File: src/rtl/sensor_distancia_ultrasonico.sv
// sensor_distancia_ultrasonico
// Ultrasonic range-finder front end (HC-SR04 class). Fires a periodic trigger
// pulse, times the synchronised echo pulse and converts its width to whole
// centimetres with an incremental sub-counter (no divider). The result is held
// on distancia until the next measurement completes.
//
// Ports:
//   clk         in   system clock
//   rst_n       in   synchronous active-low reset
//   echo        in   sensor echo, asynchronous to clk
//   trig        out  sensor trigger, registered
//   distancia   out  [8:0] last distance in cm, 511 = no valid target
//   dato_valido out  one-cycle pulse when distancia/sin_eco update
//   sin_eco     out  1 = last measurement timed out
//
// state      | meaning
// -----------+-----------------------------------------------------------
// S_IDLE     | after reset, waiting for period counter = 0
// S_TRIG     | trig high for TRIG_CYCLES cycles
// S_WAIT_RISE| waiting for an echo rising edge, timeout running
// S_MEASURE  | echo high, counting centimetres, timeout running
// S_DONE     | result published, waiting for next period start
module sensor_distancia_ultrasonico #(
    parameter int TRIG_CYCLES    = 500,
    parameter int CYCLES_PER_CM  = 2900,
    parameter int TIMEOUT_CYCLES = 1_250_000,
    parameter int PERIOD_CYCLES  = 3_000_000
) (
    input  logic       clk,
    input  logic       rst_n,
    input  logic       echo,
    output logic       trig,
    output logic [8:0] distancia,
    output logic       dato_valido,
    output logic       sin_eco
);

    localparam int PER_W = $clog2(PERIOD_CYCLES + 1);
    localparam int TRG_W = $clog2(TRIG_CYCLES + 1);
    localparam int TMO_W = $clog2(TIMEOUT_CYCLES + 1);
    localparam int SUB_W = $clog2(CYCLES_PER_CM + 1);

    localparam logic [PER_W-1:0] PER_LAST = PER_W'(PERIOD_CYCLES - 1);
    localparam logic [TRG_W-1:0] TRG_LAST = TRG_W'(TRIG_CYCLES - 1);
    localparam logic [TMO_W-1:0] TMO_LAST = TMO_W'(TIMEOUT_CYCLES - 1);
    localparam logic [SUB_W-1:0] SUB_LAST = SUB_W'(CYCLES_PER_CM - 1);

    localparam logic [8:0] CM_MAX = 9'd511;

    localparam logic [2:0] S_IDLE      = 3'd0;
    localparam logic [2:0] S_TRIG      = 3'd1;
    localparam logic [2:0] S_WAIT_RISE = 3'd2;
    localparam logic [2:0] S_MEASURE   = 3'd3;
    localparam logic [2:0] S_DONE      = 3'd4;

    logic             sync1;
    logic             echo_s;
    logic             echo_d;
    logic             rise;
    logic             fall;
    logic [2:0]       state;
    logic [PER_W-1:0] per_cnt;
    logic [TRG_W-1:0] trg_cnt;
    logic [TMO_W-1:0] tmo_cnt;
    logic [SUB_W-1:0] sub_cnt;
    logic [8:0]       cm_cnt;
    logic [8:0]       cm_next;
    logic             sub_wrap;
    logic             tmo_hit;

    assign rise     = echo_s & ~echo_d;
    assign fall     = ~echo_s & echo_d;
    assign sub_wrap = (sub_cnt == SUB_LAST);
    assign tmo_hit  = (tmo_cnt == TMO_LAST);

    // The cycle in which the fall is seen still counts as an echo-high cycle,
    // so the published value includes this cycle's increment.
    assign cm_next = (sub_wrap && cm_cnt != CM_MAX) ? cm_cnt + 9'd1 : cm_cnt;

    always_ff @(posedge clk) begin
        if (!rst_n) begin
            sync1       <= 1'b0;
            echo_s      <= 1'b0;
            echo_d      <= 1'b0;
            state       <= S_IDLE;
            per_cnt     <= '0;
            trg_cnt     <= '0;
            tmo_cnt     <= '0;
            sub_cnt     <= '0;
            cm_cnt      <= '0;
            trig        <= 1'b0;
            distancia   <= CM_MAX;
            dato_valido <= 1'b0;
            sin_eco     <= 1'b0;
        end else begin
            sync1       <= echo;
            echo_s      <= sync1;
            echo_d      <= echo_s;
            per_cnt     <= (per_cnt == PER_LAST) ? '0 : per_cnt + 1'b1;
            dato_valido <= 1'b0;

            case (state)
                S_IDLE, S_DONE: begin
                    if (per_cnt == '0) begin
                        state   <= S_TRIG;
                        trig    <= 1'b1;
                        trg_cnt <= TRG_LAST;
                    end
                end
                S_TRIG: begin
                    if (trg_cnt == '0) begin
                        trig    <= 1'b0;
                        tmo_cnt <= '0;
                        state   <= S_WAIT_RISE;
                    end else begin
                        trg_cnt <= trg_cnt - 1'b1;
                    end
                end
                S_WAIT_RISE: begin
                    if (tmo_hit) begin
                        distancia   <= CM_MAX;
                        sin_eco     <= 1'b1;
                        dato_valido <= 1'b1;
                        state       <= S_DONE;
                    end else begin
                        tmo_cnt <= tmo_cnt + 1'b1;
                        if (rise) begin
                            sub_cnt <= '0;
                            cm_cnt  <= '0;
                            state   <= S_MEASURE;
                        end
                    end
                end
                S_MEASURE: begin
                    // fall has priority over a simultaneous timeout
                    if (fall) begin
                        distancia   <= cm_next;
                        sin_eco     <= 1'b0;
                        dato_valido <= 1'b1;
                        state       <= S_DONE;
                    end else if (tmo_hit) begin
                        distancia   <= CM_MAX;
                        sin_eco     <= 1'b1;
                        dato_valido <= 1'b1;
                        state       <= S_DONE;
                    end else begin
                        tmo_cnt <= tmo_cnt + 1'b1;
                        sub_cnt <= sub_wrap ? '0 : sub_cnt + 1'b1;
                        cm_cnt  <= cm_next;
                    end
                end
                default: state <= S_IDLE;
            endcase
        end
    end

endmodule
File: config.mk
export PLATFORM = sky130hd
export DESIGN_NAME = sensor_distancia_ultrasonico
export DESIGN_NICKNAME = d
export VERILOG_FILES = /design/src/rtl/sensor_distancia_ultrasonico.sv
export SDC_FILE = /design/constraint.sdc
export NUM_CORES = 1
export LEC_CHECK = 0
export ABC_AREA = 1
export ABC_CLOCK_PERIOD_IN_PS = 2000
export CAP_MARGIN = 10
export CORE_MARGIN = 2
export CORE_UTILIZATION = 32
export CTS_CLUSTER_DIAMETER = 150
export CTS_CLUSTER_SIZE = 25
export DETAILED_ROUTE_END_ITERATION = 8
export DONT_BUFFER_PORTS = 1
export HOLD_SLACK_MARGIN = 0.08
export SLEW_MARGIN = 0
export SYNTH_ARGS = -nofsm -noshare
export SYNTH_HDL_FRONTEND = slang
export SYNTH_SLANG_ARGS = --single-unit
File: constraint.sdc
create_clock -name clk -period 2 [get_ports clk]
set_input_delay 0.4 -clock clk [delete_from_list [all_inputs] [get_ports clk]]
set_output_delay 0.4 -clock clk [all_outputs]
set_load 0.02 [all_outputs]
======== Word-level counts from Yosys, hierarchy flattened ========
Cells that the tools add are included.
Widths: inputs -> output; s select.
word-level totals
  flip-flop bits (word level) ............. 91
  input bits .............................. 3
  word-level logic and storage cells ...... 92
operators by class
  bitwise operators ....................... 5
  multiplexer cells ....................... 38
  equality and inequality tests ........... 17
  reduce and logical (&&, ||, !) cells .... 14
  add/subtract/negate cells ............... 5
operator list
  operator               count
  $mux 9                 9
  $mux 21                3
  $pmux 21 s3            1
  $mux 12                5
  $pmux 9 s2             3
  $pmux 12 s2            1
  $add 22x1->22 const B  1
  $eq 22x22->1 const B   1
  $logic_not 22->1       1
  $add 21x1->21 const B  1
  $eq 21x21->1 const B   1
  $mux 3                 6
  $ne 2x2->1 const B     7
  $add 12x1->12 const B  1
  $eq 12x12->1 const B   1
  $pmux 3 s4             1
  $add 9x1->9 const B    1
  $logic_not 9->1        1
  $ne 9x9->1 const B     1
  $reduce_and 3->1       3
  $sub 9x1->9 const B    1
  $eq 3x2->1 const B     2
  $mux 1                 6
  $ne 3x3->1 const B     2
  other kinds (12)       19

======== Logic depth before layout (Yosys ltp) ========
Gate-level depths: netlist (run 1).
  word-level depth ........................ 6
  mapped depth ............................ 13

======== Worst setup path after synthesis (run 1) ========
No wires, ideal clock.
  path type ............................... reg2reg
  from .................................... register tmo_cnt[0]
  to ...................................... register tmo_cnt[19]
  library setup time ...................... 132 ps
  required time ........................... 1868 ps
  period minus slack after synthesis ...... 1680 ps
  cell stages (with the launch flop) ...... 10
  data arrival time ....................... 1547 ps
  path slack .............................. 320 ps
  path buffers ............................ 1
  cells stage by stage .................... dfxtp_1 ha_1 nand3_2 nor2_2 nand4_4 nand2_2 nor2_4 buf_4 nand2_1 a21oi_1
on the way
  longest elaborated chain between the ends .. 4
  elaborated cells between the ends (all ways) .. 5
ends and longest elaborated chain
  item                                                  RTL line      source
  start, declared                                       64            logic [TMO_W-1:0] tmo_cnt;
  start signal, assigned                                126           tmo_cnt <= tmo_cnt + 1'b1;
  start signal, assigned                                147           tmo_cnt <= tmo_cnt + 1'b1;
  $add 21x1->21 / $eq 21x21->1 (equally long branches)  126, 147, 74
  $mux 21 (*)                                           120, 141
  $mux 21                                               136           if (fall) begin
  $pmux 21 s3 (*)                                       102           case (state)
Every way passes the cells marked *; elsewhere a longest branch is shown, timed or not. The select of a mux whose other input is x is not followed.
A chain may end at the register's enable or synchronous reset.

======== Worst setup path in the final report (run 1) ========
  from .................................... register cm_cnt[0]
  to ...................................... register distancia[3]
on the way
  longest elaborated chain between the ends .. 5
  elaborated cells between the ends (all ways) .. 6
ends and longest elaborated chain
  item                                                                 RTL line  source
  start, declared                                                      66        logic [8:0] cm_cnt;
  start signal, assigned                                               149       cm_cnt <= cm_next;
  parallel branches: the longest is 2 deep, another holds $add 9x1->9  n/a
  $mux 9 (*)                                                           78        assign cm_next = (sub_wrap && cm_cnt != CM_MAX) ? cm_cnt + 9'd1 : cm_cnt;
  $mux 9 (*)                                                           136
  $pmux 9 s2 (*)                                                       102
  end signal, assigned                                                 137       distancia <= cm_next;
  end, declared                                                        33        output logic [8:0] distancia,
Mark *: on every way between the ends.

==> impl_metrics.toml, run 1 <==
[status]
run_status = "finished clean"

[route]
routed_wl_um = 12600
firstDrtPassIters = 5
drcViolationCount = 0
viasPerCell = 4.70
vias = 5145
drt_iter0_drc = 315
route.detailed.wl_per_inst_um = 11.5
ant_nets = 0

[logic_synthesis]
synth_edf_count = 0
synth_area_um2 = 5340
synth_common_cells = "256 x nand2_1, 134 x nor2_1, 91 x dfxtp_1"
ys_async_sr_fraction_pct = 0
synth_top_area_share_pct = 34.1
ys_seq_area_share_pct = 34.1
yosysMostFrequentCell = "nand2_1"
yosysWarnings = 0
ys_types = 39
synth_top_area_cell = "dfxtp_1"
syn_area_per_cell_um2 = 6.29
synth.area.top_cells = "dfxtp_1 34%, nand2_1 18%, nor2_1 9.4%"
netlist_instances = 850
ys_ff_latch = 91
syn_nets = 860
synth_ff_type = "dfxtp_1"

[setup_path]
critPathKind = "flip-flop to flip-flop"
worstPathArrival_ns = 2.10
cp.buffers_inverters = 0
reg2reg_depth = 10
crit_top_cell = "nand2_1"
cpPeakStageDelay_ns = 0.34
crit_chain = "ha_2, nand3_2, nor4_4, ha_2, nand3b_2, nand2_1, nand2_1, nand2_1, o21ai_0, nand2_1"
path_delay_family = "simple AND/OR/NAND/NOR gates"
crit_required_ns = 2.25
worst_path_max_delay_cell = "dfxtp_1"
path_depth = 10
startpoint_type = "flip-flop"
crit_fanout = 5
worstSetupEndpointType = "flip-flop"

[floorplanning]
pin_count = 15
dieHeight_um = 133
die_area_um2 = 17700
core_um2 = 16500
start_util_pct = 32.5
dieWidth_um = 133
rows = 47

[global_route]
track_usage_pct = 14.8
antenna_found_initial = 0
grt-ovfl-total = 0
grt_pass1_wl_um = 21700
grt_pass1_vias = 4643
grt_max_degree = 24

[clock_network]
cts_max_path_buffers = 2
hold_buffers = 0
h-tree-depth = 3
cts_sinks = 91
clk_pin_slew_ns = 0.07
cts_tree = "done"
cts_buffers = 9
clock_latency_ns = 0.36
root_buffer = "clkbuf_16"

[timing]
maxSlewHeadroom_pct = 72.3
whs_ns = 0.114
fmax_ghz = 0.540
slew_viol_final = 0
skew_ns = 0.00728
worst_pin_slew_ns = 0.413
finalCritPeriodShare_pct = 92.6
period_needed_ns = 1.85
hold_viol = 0
grt_setup_unrepaired = "false"
finalSetupViolations = 0
tns_ns = 0

[final_layout]
stdcell_area_um2 = 6160
drive_gt1_share_pct = 11.3
seq_area_um2 = 1820
n_fill_cell = 1795
antennaDiodeCount = 0
nets = 880
area_growth_pct = 15.2
final_util_pct = 37.4
multi_input_area_um2 = 3140

[placement]
io_buffers = 0
hpwl_um = 9040
gp_congestion = 0.908
placed_area_um2 = 5730

[run]
cap_violations = 0

[power_and_ir_drop]
total_power_mw = 5.71
power.density_nw_per_um2 = 927
vdd_drop_max_uv = 498
leakagePower_nw = 2.34

[min_path]
whs_path_depth = 1
hold_class = "input pin to flip-flop"
[worst register-to-register path: cells and delay by family, from the launching register on]
| family | cells | cell delay (ns) |
|---|---|---|
| fa+ha+maj | 2 | 0.48 |
| flops | 1 | 0.34 |
| simple gates | 7 | 0.86 |
| compound gates | 1 | 0.07 |
[kinds of logic (layout without fill, tap and decap cells)]
| kind of cell | Yosys count | in the layout | synth area share, % |
|---|---|---|---|
| AND/OR/NAND/NOR | 536 | 537 | 44.4 |
| buffers and inverters | 111 | 135 | 8.38 |
| flip-flops | 91 | 91 | 34.1 |
| AO/OA/AOI/OAI | 89 | 89 | 8.87 |
| XOR/XNOR | 16 | 16 | 2.62 |
| adder cells (fa/ha/maj) | 7 | 7 | 1.64 |
[worst paths after layout]
path | start | end | slack, ns
hold / removal | rst_n | distancia[4] | 0.11
hold reg to reg | sync1 | echo_s | 0.44
setup / recovery | cm_cnt[0] | distancia[3] | 0.15
setup reg to reg | cm_cnt[0] | distancia[3] | 0.15
[placed cells by master (no fill, tap or decap), types with 6 or more instances in the layout]
master / n
a21oi_1: 58
buf_4: 25
clkbuf_16: 9
dfxtp_1: 91
inv_1: 83
inv_2: 6
nand2_1: 256
nand2_2: 6
nand3_1: 56
nand4_1: 20
nor2_1: 132
nor3_1: 17
o21ai_0: 20
or2_2: 14
xor2_1: 11
[layout make-up]
cell class                      instances  area share [%]
Sequential cell                        91            29.6
Inverter                               91            5.59
Clock inverter                          7            1.69
Tap cell                              220            4.47
Timing Repair Buffer                   28            4.02
Clock buffer                            9            3.66
Multi-Input combinational cell        649            51.0
[layer usage]
layer | part of all wire [%] | vias to the layer above | global-route usage [%]
met5 | 0 | - | 0
met4 | 1.8 | 0 | 4.43
met3 | 4.9 | 17 | 4.38
met2 | 44 | 93 | 23.1
met1 | 49 | 2287 | 19.8
li1 | - | 2748 | -
[state kept, by name, summed over array words and instances, names as in the netlist]
name and count:
per_cnt 22, tmo_cnt 21, sub_cnt 12, cm_cnt 9, distancia 9, trg_cnt 9
state 3, dato_valido 1, echo_d 1, echo_s 1, sin_eco 1, sync1 1
trig 1
[where the power goes]
group / switching [mW] / leakage [nW] / internal (mW)
Clock: 0.804 / 0.162 / 1.12
Sequential: 0.137 / 0.738 / 1.95
Combinational: 1.05 / 1.44 / 0.644
Total: 1.99 / 2.34 / 3.72
[timing repair]
item,CTS,global route
buffers inserted,0,3
resized for setup,0,12
endpoints found under the setup margin,0,35
[stage by stage]
stage               setup WS, ns  cells
finish                     0.148   1095
global route            0.000755   1095
CTS                       0.0673   1091
detailed placement        0.0860   1075
global placement          0.0801   1075
floorplan                  0.320    850
(Power assumes the default switching activity.)
==> run 2: changes to the inputs <==
Settings changed: ABC_CLOCK_PERIOD_IN_PS 2000 to 1900, RECOVER_POWER set to 25.
Clock period 2 ns to 1.9 ns, I/O delays scaled along.
==> run 2 against run 1 <==
Against the previous run: die area unchanged; non-clock buffer count up 12; total power up 2.4%; combinational power up 4%; routed wire length up 2.1%; clock-buffer cell count unchanged; final cell count up 1.2%; largest power group unchanged.
==> impl_metrics.toml, run 2 (synthesized netlist as in run 1, its figures left out) <==
[status]
run_status = "finished clean"

[global_route]
grt_max_degree = 25
antenna_found_initial = 0
track_usage_pct = 14.9
grt_pass1_vias = 4755
grt_pass1_wl_um = 21800
grt-ovfl-total = 0

[min_path]
whs_path_depth = 1
hp-start = "rst_n"
hold_end = "distancia[1]"
hold_class = "input pin to flip-flop"

[clock_network]
clk_pin_slew_ns = 0.07
root_buffer = "clkbuf_16"
cts_buffers = 9
cts_sinks = 91
clock_latency_ns = 0.36
h-tree-depth = 3
cts_tree = "done"
cts_max_path_buffers = 2

[timing]
worst_pin_slew_ns = 0.466
maxSlewHeadroom_pct = 68.9
finalSetupViolations = 0
finalCritPeriodShare_pct = 94.6
fmax_ghz = 0.556
fin_ws_ns = 0.103
hold_viol = 0
whs_ns = 0.0966
skew_ns = 0.00919
slew_viol_final = 0
tns_ns = 0
grt_setup_unrepaired = "true"
period_needed_ns = 1.80

[route]
vias = 5180
ant_nets = 0
drcViolationCount = 0
routed_wl_um = 12900
route.detailed.wl_per_inst_um = 11.6
drt_iter0_drc = 267
viasPerCell = 4.68
firstDrtPassIters = 4

[final_layout]
final_util_pct = 38.0
seq_area_um2 = 1830
drive_gt1_share_pct = 13.3
reg_top3 = "per_cnt: 22 flops, tmo_cnt: 21 flops, sub_cnt: 12 flops"
multi_input_area_um2 = 3170
largest_reg_flops = 22
layout_common_cells = "255 x nand2_1, 130 x nor2_1, 87 x dfxtp_1"
n_fill_cell = 1792
final_cells = 1108
top_register = "per_cnt"
layout_commonest_cell = "nand2_1"
nets = 893
antennaDiodeCount = 0
area_growth_pct = 17.0

[setup_path]
crit_top_cell = "nand2_1"
reg2reg_depth = 10
worstPathArrival_ns = 2.05
reg2reg_from = "cm_cnt[1]"
cpPeakStageDelay_ns = 0.35
crit_required_ns = 2.16
worstSetupEndpointType = "flip-flop"
r2r-end = "distancia[4]"
crit_fanout = 5
critPathKind = "flip-flop to flip-flop"
startpoint_type = "flip-flop"
crit_start = "cm_cnt[1]"
worst_path_max_delay_cell = "dfxtp_2"
r2r_slack_ns = 0.10
crit_chain = "ha_4, nand3_2, nor4_4, ha_2, nand3b_2, nand2_1, nand2_1, nand2_1, o21ai_0, nand2_1"

[floorplanning]
rows = 47
dieHeight_um = 133
pin_count = 15
start_util_pct = 32.5
core_um2 = 16500
dieWidth_um = 133
die_area_um2 = 17700

[placement]
gp_congestion = 0.856
dp_cells = 1088
hpwl_um = 9110
io_buffers = 0
dp_slack_ns = 0.0274

[power_and_ir_drop]
power.density_nw_per_um2 = 935
vdd_drop_max_uv = 564
leakagePower_nw = 2.38

[run]
cap_violations = 0
-- run 2: how the worst max path moves through the flow --
stage | end | slack, ns
after global routing | distancia[3] | -0.05
after floorplan | tmo_cnt[19] | 0.22
after detailed placement | tmo_cnt[1] | 0.03
after CTS | tmo_cnt[1] | 0.02
after global placement | distancia[5] | 0.06
final | distancia[4] | 0.10
-- run 2: what timing repair did --
item                       4_1_cts  5_1_grt
resized for setup                0       22
buffers inserted                 0        1
setup endpoints to repair        0       45
hold endpoints to repair         5        0
hold buffers                     1        0
-- run 2: layout make-up --
cell class / instances / area share, %
clock buffer: 9 / 3.60
clock inverter: 7 / 1.42
inverter: 91 / 5.56
multi-input combinational: 649 / 50.6
sequential: 91 / 29.2
tap: 220 / 4.40
timing repair buffer: 40 / 5.08
timing repair inverter: 1 / 0.0800
-- run 2: metrics by stage --
step	cell area (µm²)	power, mW
2_1_floorplan	5340	3.51
3_3_place_gp	5810	3.95
3_5_place_dp	5810	3.96
4_1_cts	6140	5.86
5_1_grt	6250	6.22
6_report	6250	5.85
-- run 2: critical path, delay by kind of cell, from the launching register on --
kind | cells | cell delay, ns
AND/OR/NAND/NOR | 7 | 0.86
adder cells (fa/ha/maj) | 2 | 0.41
flip-flops | 1 | 0.35
AO/OA/AOI/OAI | 1 | 0.07
-- run 2: power breakdown --
group	internal (mW)	total [mW]	switching, mW
clock network	0.947	1.86	0.918
registers	2.06	2.21	0.153
logic	0.667	1.77	1.11
total	3.67	5.85	2.18
-- run 2: routing by layer --
metal,vias to the layer above,global-route usage [%],share of wire (%)
met5,-,0,0
met4,0,5.85,1.6
met3,11,3.46,3.8
met2,69,23.4,44
met1,2318,19.8,51
li1,2782,-,-
==> run 3: changes to the inputs <==
Settings changed: BUFFER_PORTS_ARGS set to -buffer_cell sky130_fd_sc_hd__clkbuf_2, DONT_BUFFER_PORTS 1 to not set.
==> run 3 against run 2 <==
Against the previous run: combinational power grew 6%; total power rose by 0.47%; clock power down 3%; sequential share of layout area is 0.51 points lower; routed wire length rose by 4.7%; cell area rose by 2.0%; via count is 3.1% higher; fmax rose by 2.9%; sequential cell count unchanged; clock skew fell by 0.0022 ns; setup slack gained 0.051 ns; first-iteration DRC count up 1.5%; largest cell class unchanged; largest power group unchanged; highest routed layer unchanged.
==> impl_metrics.toml, run 3 (synthesized netlist as in run 1, its figures left out) <==
[clock_network]
cts_sinks = 91
cts_max_path_buffers = 2
cts_buffers = 9
clock_latency_ns = 0.35
root_buffer = "clkbuf_16"
hold_buffers = 0
cts_tree = "done"
clk_pin_slew_ns = 0.06
h-tree-depth = 3

[floorplanning]
dieWidth_um = 133
rows = 47
start_util_pct = 32.5
pin_count = 15
dieHeight_um = 133
die_area_um2 = 17700
core_um2 = 16500

[setup_path]
worstPathArrival_ns = 2.03
cpPeakStageDelay_ns = 0.38
worst_path_max_delay_cell = "dfxtp_4"
path_delay_family = "simple AND/OR/NAND/NOR gates"
reg2reg_from = "cm_cnt[1]"
critPathKind = "flip-flop to flip-flop"
crit_required_ns = 2.18
crit_chain = "ha_4, nand3_2, nor4_4, ha_2, nand3b_2, nand2_1, o21ai_0, nand2_1, a21oi_1"
crit_start = "cm_cnt[1]"
crit_fanout = 5
startpoint_type = "flip-flop"
cp.buffers_inverters = 0
worstSetupEndpointType = "flip-flop"
crit_top_cell = "nand2_1"

[final_layout]
nets = 917
seq_area_um2 = 1830
area_growth_pct = 19.4
n_fill_cell = 1792
layout_commonest_cell = "nand2_1"
layout_common_cells = "256 x nand2_1, 128 x nor2_1, 86 x dfxtp_1"
final_cells = 1131
drive_gt1_share_pct = 14.7
reg_top3 = "per_cnt: 22 flops, tmo_cnt: 21 flops, sub_cnt: 12 flops"
top_register = "per_cnt"
antennaDiodeCount = 0
multi_input_area_um2 = 3180
largest_reg_flops = 22

[min_path]
hold_class = "input pin to flip-flop"
hp-start = "echo"

[timing]
finalSetupViolations = 0
worst_pin_slew_ns = 0.480
finalCritPeriodShare_pct = 91.9
tns_ns = 0
period_needed_ns = 1.75
slew_viol_final = 0
hold_viol = 0
maxSlewHeadroom_pct = 68.0
fmax_ghz = 0.573
fin_ws_ns = 0.154
grt_setup_unrepaired = "false"
skew_ns = 0.00696

[power_and_ir_drop]
share_seq_of_total_power_pct = 37.4
sw_frac_of_total_pct = 35.3
leakagePower_nw = 2.45
vdd_drop_max_uv = 553
internal_power_mw = 3.80
clockPowerShare_pct = 30.7
netSwitchingPower_mw = 2.07
power.density_nw_per_um2 = 921
p_comb_share_pct = 31.9

[global_route]
track_usage_pct = 15.7
antenna_found_initial = 0
grt_pass1_wl_um = 23100
grt-ovfl-total = 0
grt_max_degree = 21
grt_pass1_vias = 4944

[route]
ant_nets = 0
drt_iter0_drc = 271
route.detailed.wl_per_inst_um = 11.9
viasPerCell = 4.72
vias = 5338
drcViolationCount = 0
routed_wl_um = 13500
firstDrtPassIters = 5

[placement]
hpwl_um = 9830
dp_slack_ns = 0.0555
dp_cells = 1112
io_buffers = 14
gp_congestion = 0.861

[run]
cap_violations = 0

[status]
run_status = "finished clean"
-- run 3: final timing paths --
check	to	cells after the start	slack (ns)
min	sync1	3	0.22
max	cm_cnt[2]	9	0.15
min reg2reg	echo_s	2	0.45
max reg2reg	cm_cnt[2]	9	0.15
-- run 3: routing by layer --
metal  vias to the layer above  GRT usage [%]  part of all wire, %
li1                       2815              -                    -
met1                      2422           22.2                   52
met2                        86           24.2                   43
met3                        15           2.40                  3.1
met4                         0           6.03                  1.8
met5                         -              0                    0
-- run 3: tightest hold or removal path: stages --
cell	delay, ns
clkbuf_2	0.07
nand2_1	0.05
inv_1	0.04
-- run 3: layout make-up --
class / count / share of cell area [%]
inverter: 91 / 5.45
clock inverter: 5 / 0.843
tap: 220 / 4.32
clock buffer: 10 / 3.75
timing repair buffer: 65 / 7.14
sequential: 91 / 28.7
multi-input combinational: 649 / 49.8
-- run 3: power groups by stage --
stage	Sequential, mW	Combinational, mW	Clock (mW)
floorplan	2.22	1.29	0
global placement	2.23	1.79	0
detailed placement	2.24	1.81	0
CTS	2.19	1.82	1.85
global route	2.23	2.12	1.93
finish	2.20	1.87	1.80
-- run 3: what timing repair did --
| item | CTS | global route |
|---|---|---|
| gates resized for setup | 0 | 29 |
| endpoints found under the setup margin | 0 | 55 |
| buffers inserted | 0 | 3 |
-- run 3: metrics by stage --
stage	instance area (µm²)	power, mW	hold slack, ns	util [%]
floorplan	5340	3.51	0.390	-
global placement	5970	4.02	0.429	36.3
detailed placement	5970	4.05	0.410	36.3
CTS	6260	5.86	0.219	38.0
global route	6380	6.28	0.244	38.7
finish	6380	5.87	0.222	38.7
